===== src/rtl/pipe_ctrl_pkg.sv =====
// Shared definitions for pipe_ctrl: FSM state encodings, redirect codes,
// flush bit positions and write-enable bit positions.
package pipe_ctrl_pkg;

  typedef enum logic [1:0] {
    ST_BOOT  = 2'b00,
    ST_RUN   = 2'b01,
    ST_FLUSH = 2'b10
  } state_t;

  localparam logic [1:0] REDIR_NONE = 2'b00;
  localparam logic [1:0] REDIR_BR   = 2'b01;
  localparam logic [1:0] REDIR_EXC  = 2'b10;
  localparam logic [1:0] REDIR_ERTN = 2'b11;

  // Bubble-insert bits; bit 2 (ex_mm1) is only ever raised as part of a full flush.
  localparam int unsigned FL_IF_ID   = 0;
  localparam int unsigned FL_ID_EX   = 1;
  localparam int unsigned FL_MM1_MM2 = 3;
  localparam int unsigned FL_MM2_WB  = 4;

  localparam int unsigned W_PC      = 0;
  localparam int unsigned W_IF_ID   = 1;
  localparam int unsigned W_ID_EX   = 2;
  localparam int unsigned W_EX_MM1  = 3;
  localparam int unsigned W_MM1_MM2 = 4;
  localparam int unsigned W_MM2_WB  = 5;

  localparam int unsigned CNT_W = 4;

endpackage


===== src/rtl/pipe_perf_cnt.sv =====
// Saturating performance counters for pipe_ctrl (stall cycles, flush events).
// Only instantiated when PIPE_PERF_EN is defined.
module pipe_perf_cnt (
  input  logic        clk,
  input  logic        rst_n,
  input  logic        stall_inc,
  input  logic        flush_inc,
  output logic [31:0] stall_cycles,
  output logic [15:0] flush_events
);

  always_ff @(posedge clk or negedge rst_n) begin
    if (!rst_n) begin
      stall_cycles <= '0;
      flush_events <= '0;
    end else begin
      if (stall_inc && (stall_cycles != '1))
        stall_cycles <= stall_cycles + 32'd1;
      if (flush_inc && (flush_events != '1))
        flush_events <= flush_events + 16'd1;
    end
  end

endmodule


===== src/rtl/pipe_ctrl.sv =====
// Pipeline hazard/flush controller: BOOT/RUN/FLUSH FSM driving stage write
// enables, bubble inserts and redirect select. Optional macro: PIPE_PERF_EN.
module pipe_ctrl
  import pipe_ctrl_pkg::*;
#(
  parameter int unsigned DRAIN_CYC = 2
) (
  input  logic       clk,
  input  logic       rst_n,
  input  logic       if_stall_req,
  input  logic       id_load_use,
  input  logic       ex_busy,
  input  logic       mm1_busy,
  input  logic       ex_br_taken,
  input  logic       wb_exc,
  input  logic       wb_ertn,
  input  logic       wb_refetch,
  output logic       wen_pc,
  output logic       wen_if_id,
  output logic       wen_id_ex,
  output logic       wen_ex_mm1,
  output logic       wen_mm1_mm2,
  output logic       wen_mm2_wb,
  output logic [4:0] flush,
  output logic [1:0] redir_sel,
  output logic [1:0] ctrl_state
`ifdef PIPE_PERF_EN
  ,
  output logic [31:0] stall_cycles,
  output logic [15:0] flush_events
`endif
);

  state_t           state, state_nxt;
  logic [CNT_W-1:0] cnt, cnt_nxt;
  logic [5:0]       wen;
  logic             wb_ev;

  assign wb_ev = wb_exc | wb_ertn | wb_refetch;

  always_ff @(posedge clk or negedge rst_n) begin
    if (!rst_n) begin
      state <= ST_BOOT;
      cnt   <= '0;
    end else begin
      state <= state_nxt;
      cnt   <= cnt_nxt;
    end
  end

  always_comb begin
    state_nxt = state;
    cnt_nxt   = cnt;
    wen       = '1;
    flush     = '0;
    redir_sel = REDIR_NONE;
    case (state)
      ST_BOOT: begin
        wen[W_PC] = 1'b0;
        flush     = '1;
        state_nxt = ST_RUN;
      end
      ST_RUN: begin
        if (wb_ev) begin
          flush     = '1;
          redir_sel = wb_exc ? REDIR_EXC : REDIR_ERTN;
          cnt_nxt   = CNT_W'(DRAIN_CYC);
          state_nxt = ST_FLUSH;
        end else if (mm1_busy) begin
          wen[W_MM1_MM2:W_PC] = '0;
          flush[FL_MM2_WB]    = 1'b1;
        end else if (ex_busy) begin
          wen[W_EX_MM1:W_PC]  = '0;
          flush[FL_MM1_MM2]   = 1'b1;
        end else if (id_load_use) begin
          wen[W_IF_ID:W_PC]   = '0;
          flush[FL_ID_EX]     = 1'b1;
          // A resolved branch still redirects fetch while ID is held.
          if (ex_br_taken) begin
            wen[W_PC]        = 1'b1;
            flush[FL_IF_ID]  = 1'b1;
            redir_sel        = REDIR_BR;
          end
        end else if (ex_br_taken) begin
          flush[FL_ID_EX:FL_IF_ID] = 2'b11;
          redir_sel                = REDIR_BR;
        end else if (if_stall_req) begin
          wen[W_PC]       = 1'b0;
          flush[FL_IF_ID] = 1'b1;
        end
      end
      ST_FLUSH: begin
        wen[W_PC] = 1'b0;
        flush     = '1;
        if (!mm1_busy) begin
          if (cnt <= CNT_W'(1)) begin
            cnt_nxt   = '0;
            state_nxt = ST_RUN;
          end else begin
            cnt_nxt = cnt - CNT_W'(1);
          end
        end
      end
      default: state_nxt = ST_BOOT;
    endcase
  end

  assign wen_pc      = wen[W_PC];
  assign wen_if_id   = wen[W_IF_ID];
  assign wen_id_ex   = wen[W_ID_EX];
  assign wen_ex_mm1  = wen[W_EX_MM1];
  assign wen_mm1_mm2 = wen[W_MM1_MM2];
  assign wen_mm2_wb  = wen[W_MM2_WB];
  assign ctrl_state  = state;

`ifdef PIPE_PERF_EN
  pipe_perf_cnt u_perf (
    .clk          (clk),
    .rst_n        (rst_n),
    .stall_inc    ((state == ST_RUN) && !wen[W_PC]),
    .flush_inc    ((state == ST_RUN) && (state_nxt == ST_FLUSH)),
    .stall_cycles (stall_cycles),
    .flush_events (flush_events)
  );
`endif

endmodule


===== config.mk =====
export PLATFORM = sky130hd
export DESIGN_NAME = pipe_ctrl
export DESIGN_NICKNAME = d
export VERILOG_FILES = /design/src/rtl/pipe_ctrl_pkg.sv /design/src/rtl/pipe_perf_cnt.sv /design/src/rtl/pipe_ctrl.sv
export SDC_FILE = /design/constraint.sdc
export NUM_CORES = 1
export LEC_CHECK = 0
export CORE_MARGIN = 4
export CORE_UTILIZATION = 36
export CTS_CLUSTER_DIAMETER = 200
export DETAILED_ROUTE_END_ITERATION = 10
export GPL_TIMING_DRIVEN = 0
export HOLD_SLACK_MARGIN = 0.08
export MAX_ROUTING_LAYER = met4
export PLACE_DENSITY_LB_ADDON = 0.12
export SLEW_MARGIN = 0
export SYNTH_ARGS = -nofsm -noshare
export SYNTH_HDL_FRONTEND = slang
export SYNTH_SLANG_ARGS = --single-unit

===== constraint.sdc =====
create_clock -name clk -period 1.2 [get_ports clk]
set_input_delay 0.18 -clock clk [delete_from_list [all_inputs] [get_ports clk]]
set_output_delay 0.18 -clock clk [all_outputs]
set_load 0.03 [all_outputs]

==> metrics.yaml <==
timing.final.ws_setup_ns: -0.492
yosysTopAreaCellShare_pct: 27.5
power.share.combinational_pct: 75.2
vertical_extent_of_the_die_um: 47.0
number_of_max_capacitance_violations_reported: 0
cts_buffers: 3
synthDistinctLibCells: 31
mappedNetlistArea_sq_um: 547
max-vdd-ir-drop_uv: 1410
via_count: 615
drt_pre_antenna_iters: 2
worst_setup_hold_path_clk_slew_ns: 0.05
timing.final.crit_period_ns: 1.69
critPathArrivalTime_ns: 1.51
sw_frac_of_total_pct: 47.1
critPathLaunchType: "flip-flop"
grt.total_usage_pct: 19.1
synth-edff-count: 0
drt-initial-drc-count: 5
synth-seq-area-share_pct: 27.5
post_synth_most_frequent_cells: "sky130_fd_sc_hd__dfrtp_1, sky130_fd_sc_hd__o21ai_1, sky130_fd_sc_hd__nor2_1, sky130_fd_sc_hd__nor3_1, sky130_fd_sc_hd__inv_1"
synth_warnings: 0
place_inst: 101
grt_pass1_vias: 636
die_area_sq_um: 2210
gp_congestion: 0.687
synth_top_cell_by_area: "sky130_fd_sc_hd__dfrtp_1"
htree_depth: 1
maxSlewViolCount: 0
stdcell_area_sq_um: 997
port-buffer-count: 22
rsz_0062_raised_after_global_routing: "true"
clock_power_share_pct: 8.4
asyncSetResetFlopFracSynth_pct: 100
core_footprint_sq_um: 1370
min-delay-path-class: "in2async"
wl_per_cell_um: 15.6
setup_viol: 18
yosys-top-cells-area: "sky130_fd_sc_hd__dfrtp_1, sky130_fd_sc_hd__o21ai_1, sky130_fd_sc_hd__ha_1"
final_cells: 110
syn-num-nets: 76
drive_above_1_share_pct: 62.1
crit_required_ns: 1.02
switchingPower_mw: 1.13
crit_slowest_cell: "sky130_fd_sc_hd__dfrtp_2"
boundaryPins: 25
die-width_um: 47.0
power.density_cell_area_nw_per_um2: 2400
grt_max_degree: 10
mean_number_of_vias_per_cell: 5.59
max_freq_mhz: 591
cts_root_buffer: "sky130_fd_sc_hd__clkbuf_4"
floorplan.initialDensity_pct: 40.0
totalWireLength_um: 1720
failed_checks: "setup timing"
outcome: "complete, but fails checks"
synth-seq-cells: 6
worst_clock_skew_ns: 0.00243
globalRouteOverflowTotal: 0
power_report.internal_total_mw: 1.27
timing.setup.critical_path_class: "reg2out"
slowest_delay_ns: 0.40
clockBufferDepth: 2
critical_path.most_common_cell: "sky130_fd_sc_hd__buf_6"
final-hold-violation-count: 0
row_count: 13
layout.nets: 109
power.static_leakage_nw: 0.432
crit_path_end_kind: "output pin"
layout-area-overhead-vs-synth_pct: 82.4
worstPathMaxFanout: 3
postPlaceCellArea_sq_um: 836
grt_first_pass_wirelength_um: 2790
seq_power_share_pct: 16.4
delay_heaviest_family_cp: "buffers and inverters"
cts_sinks: 6
timing.critical_path.cells: "buf_6 -> nand2b_4 -> nor4_4 -> buf_4 -> nand2b_1 -> buf_6"
drtAntennaViolNets: 0
cts_tree: "yes"
fin_crit_sh_pct: 141
avgSynthCellArea_sq_um: 8.54
timing.critical_path.buf_inv: 3
skew_pair_late_insertion_delay_ns: 0.25
post_synth_inst_count: 64
place_hpwl_um: 1130
dominantRegCellSynth: "sky130_fd_sc_hd__dfrtp_1"
drc_errors: 0
antenna-diode-count: 0
antenna_found_initial: 0
==> power groups by stage <==
stage | sequential [mW] | combinational, mW | clock, mW
finish | 0.394 | 1.80 | 0.200
global route | 0.401 | 1.94 | 0.219
CTS | 0.384 | 1.60 | 0.206
detailed placement | 0.380 | 1.39 | 0
global placement | 0.375 | 1.37 | 0
floorplan | 0.436 | 0.883 | 0
==> metrics by stage <==
step	hold slack, ns	TNS (ns)	total power [mW]	setup WS [ns]	utilization, %
floorplan	-0.116	-3.47	1.32	-0.463	-
global placement	0.450	-13.34	1.75	-1.17	61.2
detailed placement	0.451	-13.77	1.77	-1.21	61.2
CTS	0.179	-4.68	2.19	-0.515	68.2
global route	0.194	-6.00	2.56	-0.561	73.0
finish	0.176	-4.94	2.40	-0.492	73.0
==> registers in the layout, summed over array words and instances (netlist names) <==
register    cells
cnt             4
ctrl_state      2
==> repair_timing <==
action | 4_1_cts | 5_1_grt
setup buffers | 5 | 2
setup endpoints to repair | 20 | 19
pin swaps | 15 | 3
hold buffers | 0 | 0
resized for setup | 113 | 14
==> path summary, 6_finish.rpt <==
kind                               start            end  slack [ns]  depth (start not counted)
max                        ctrl_state[1]      wen_if_id       -0.49                          6
min                                rst_n         cnt[1]        0.18                          1
max reg2reg                ctrl_state[1]         cnt[2]       -0.27                          5
min reg2reg                       cnt[3]         cnt[3]        0.58                          1
max in group asynchronous          rst_n  ctrl_state[1]        0.78                          1
min in group clk                  wb_exc  ctrl_state[1]        0.44                          4
==> kinds of logic after synthesis <==
family | count (synthesis) | share of synthesized area [%]
other | 1 | 0.686
flip-flops | 6 | 27.5
AO/OA/AOI/OAI | 22 | 30.0
buffers and inverters | 10 | 10.3
AND/OR/NAND/NOR | 23 | 27.0
adder cells (fa/ha/maj) | 2 | 4.58
==> area by class of cell <==
cell class	count	area, sq um
Inverter	4	15.0
Timing Repair Buffer	29	270
Tap cell	15	18.8
Sequential cell	6	153
Buffer	5	50.0
Fill cell	121	369
Multi-Input combinational cell	48	468
Clock buffer	3	22.5
==> per-layer routing <==
metal	track usage [%]	wire length, um
met3	6.13	105
met4	8.29	32
met2	29.8	885
met5	-	0
met1	22.4	696
==> cell usage in the layout, fill, tap and decap left out, drive strengths merged <==
cell type and n:
a211o 1, a211oi 2, a21o 1, a21oi 2
a22oi 1, a31oi 3, and4b 1, buf 27
clkbuf 4, clkdlybuf4s15 1, clkdlybuf4s50 3, conb 1
dfrtp 6, dlygate4sd2 1, dlymetal6s2s 1, ha 2
inv 4, nand2 1, nand2b 3, nor2 5
nor3 5, nor3b 3, nor4 2, o21ai 7
o21bai 1, o22a 2, o311a 1, o41a 1
or2 2, or3 1
No activity file was read; power rests on OpenSTA's default activity.
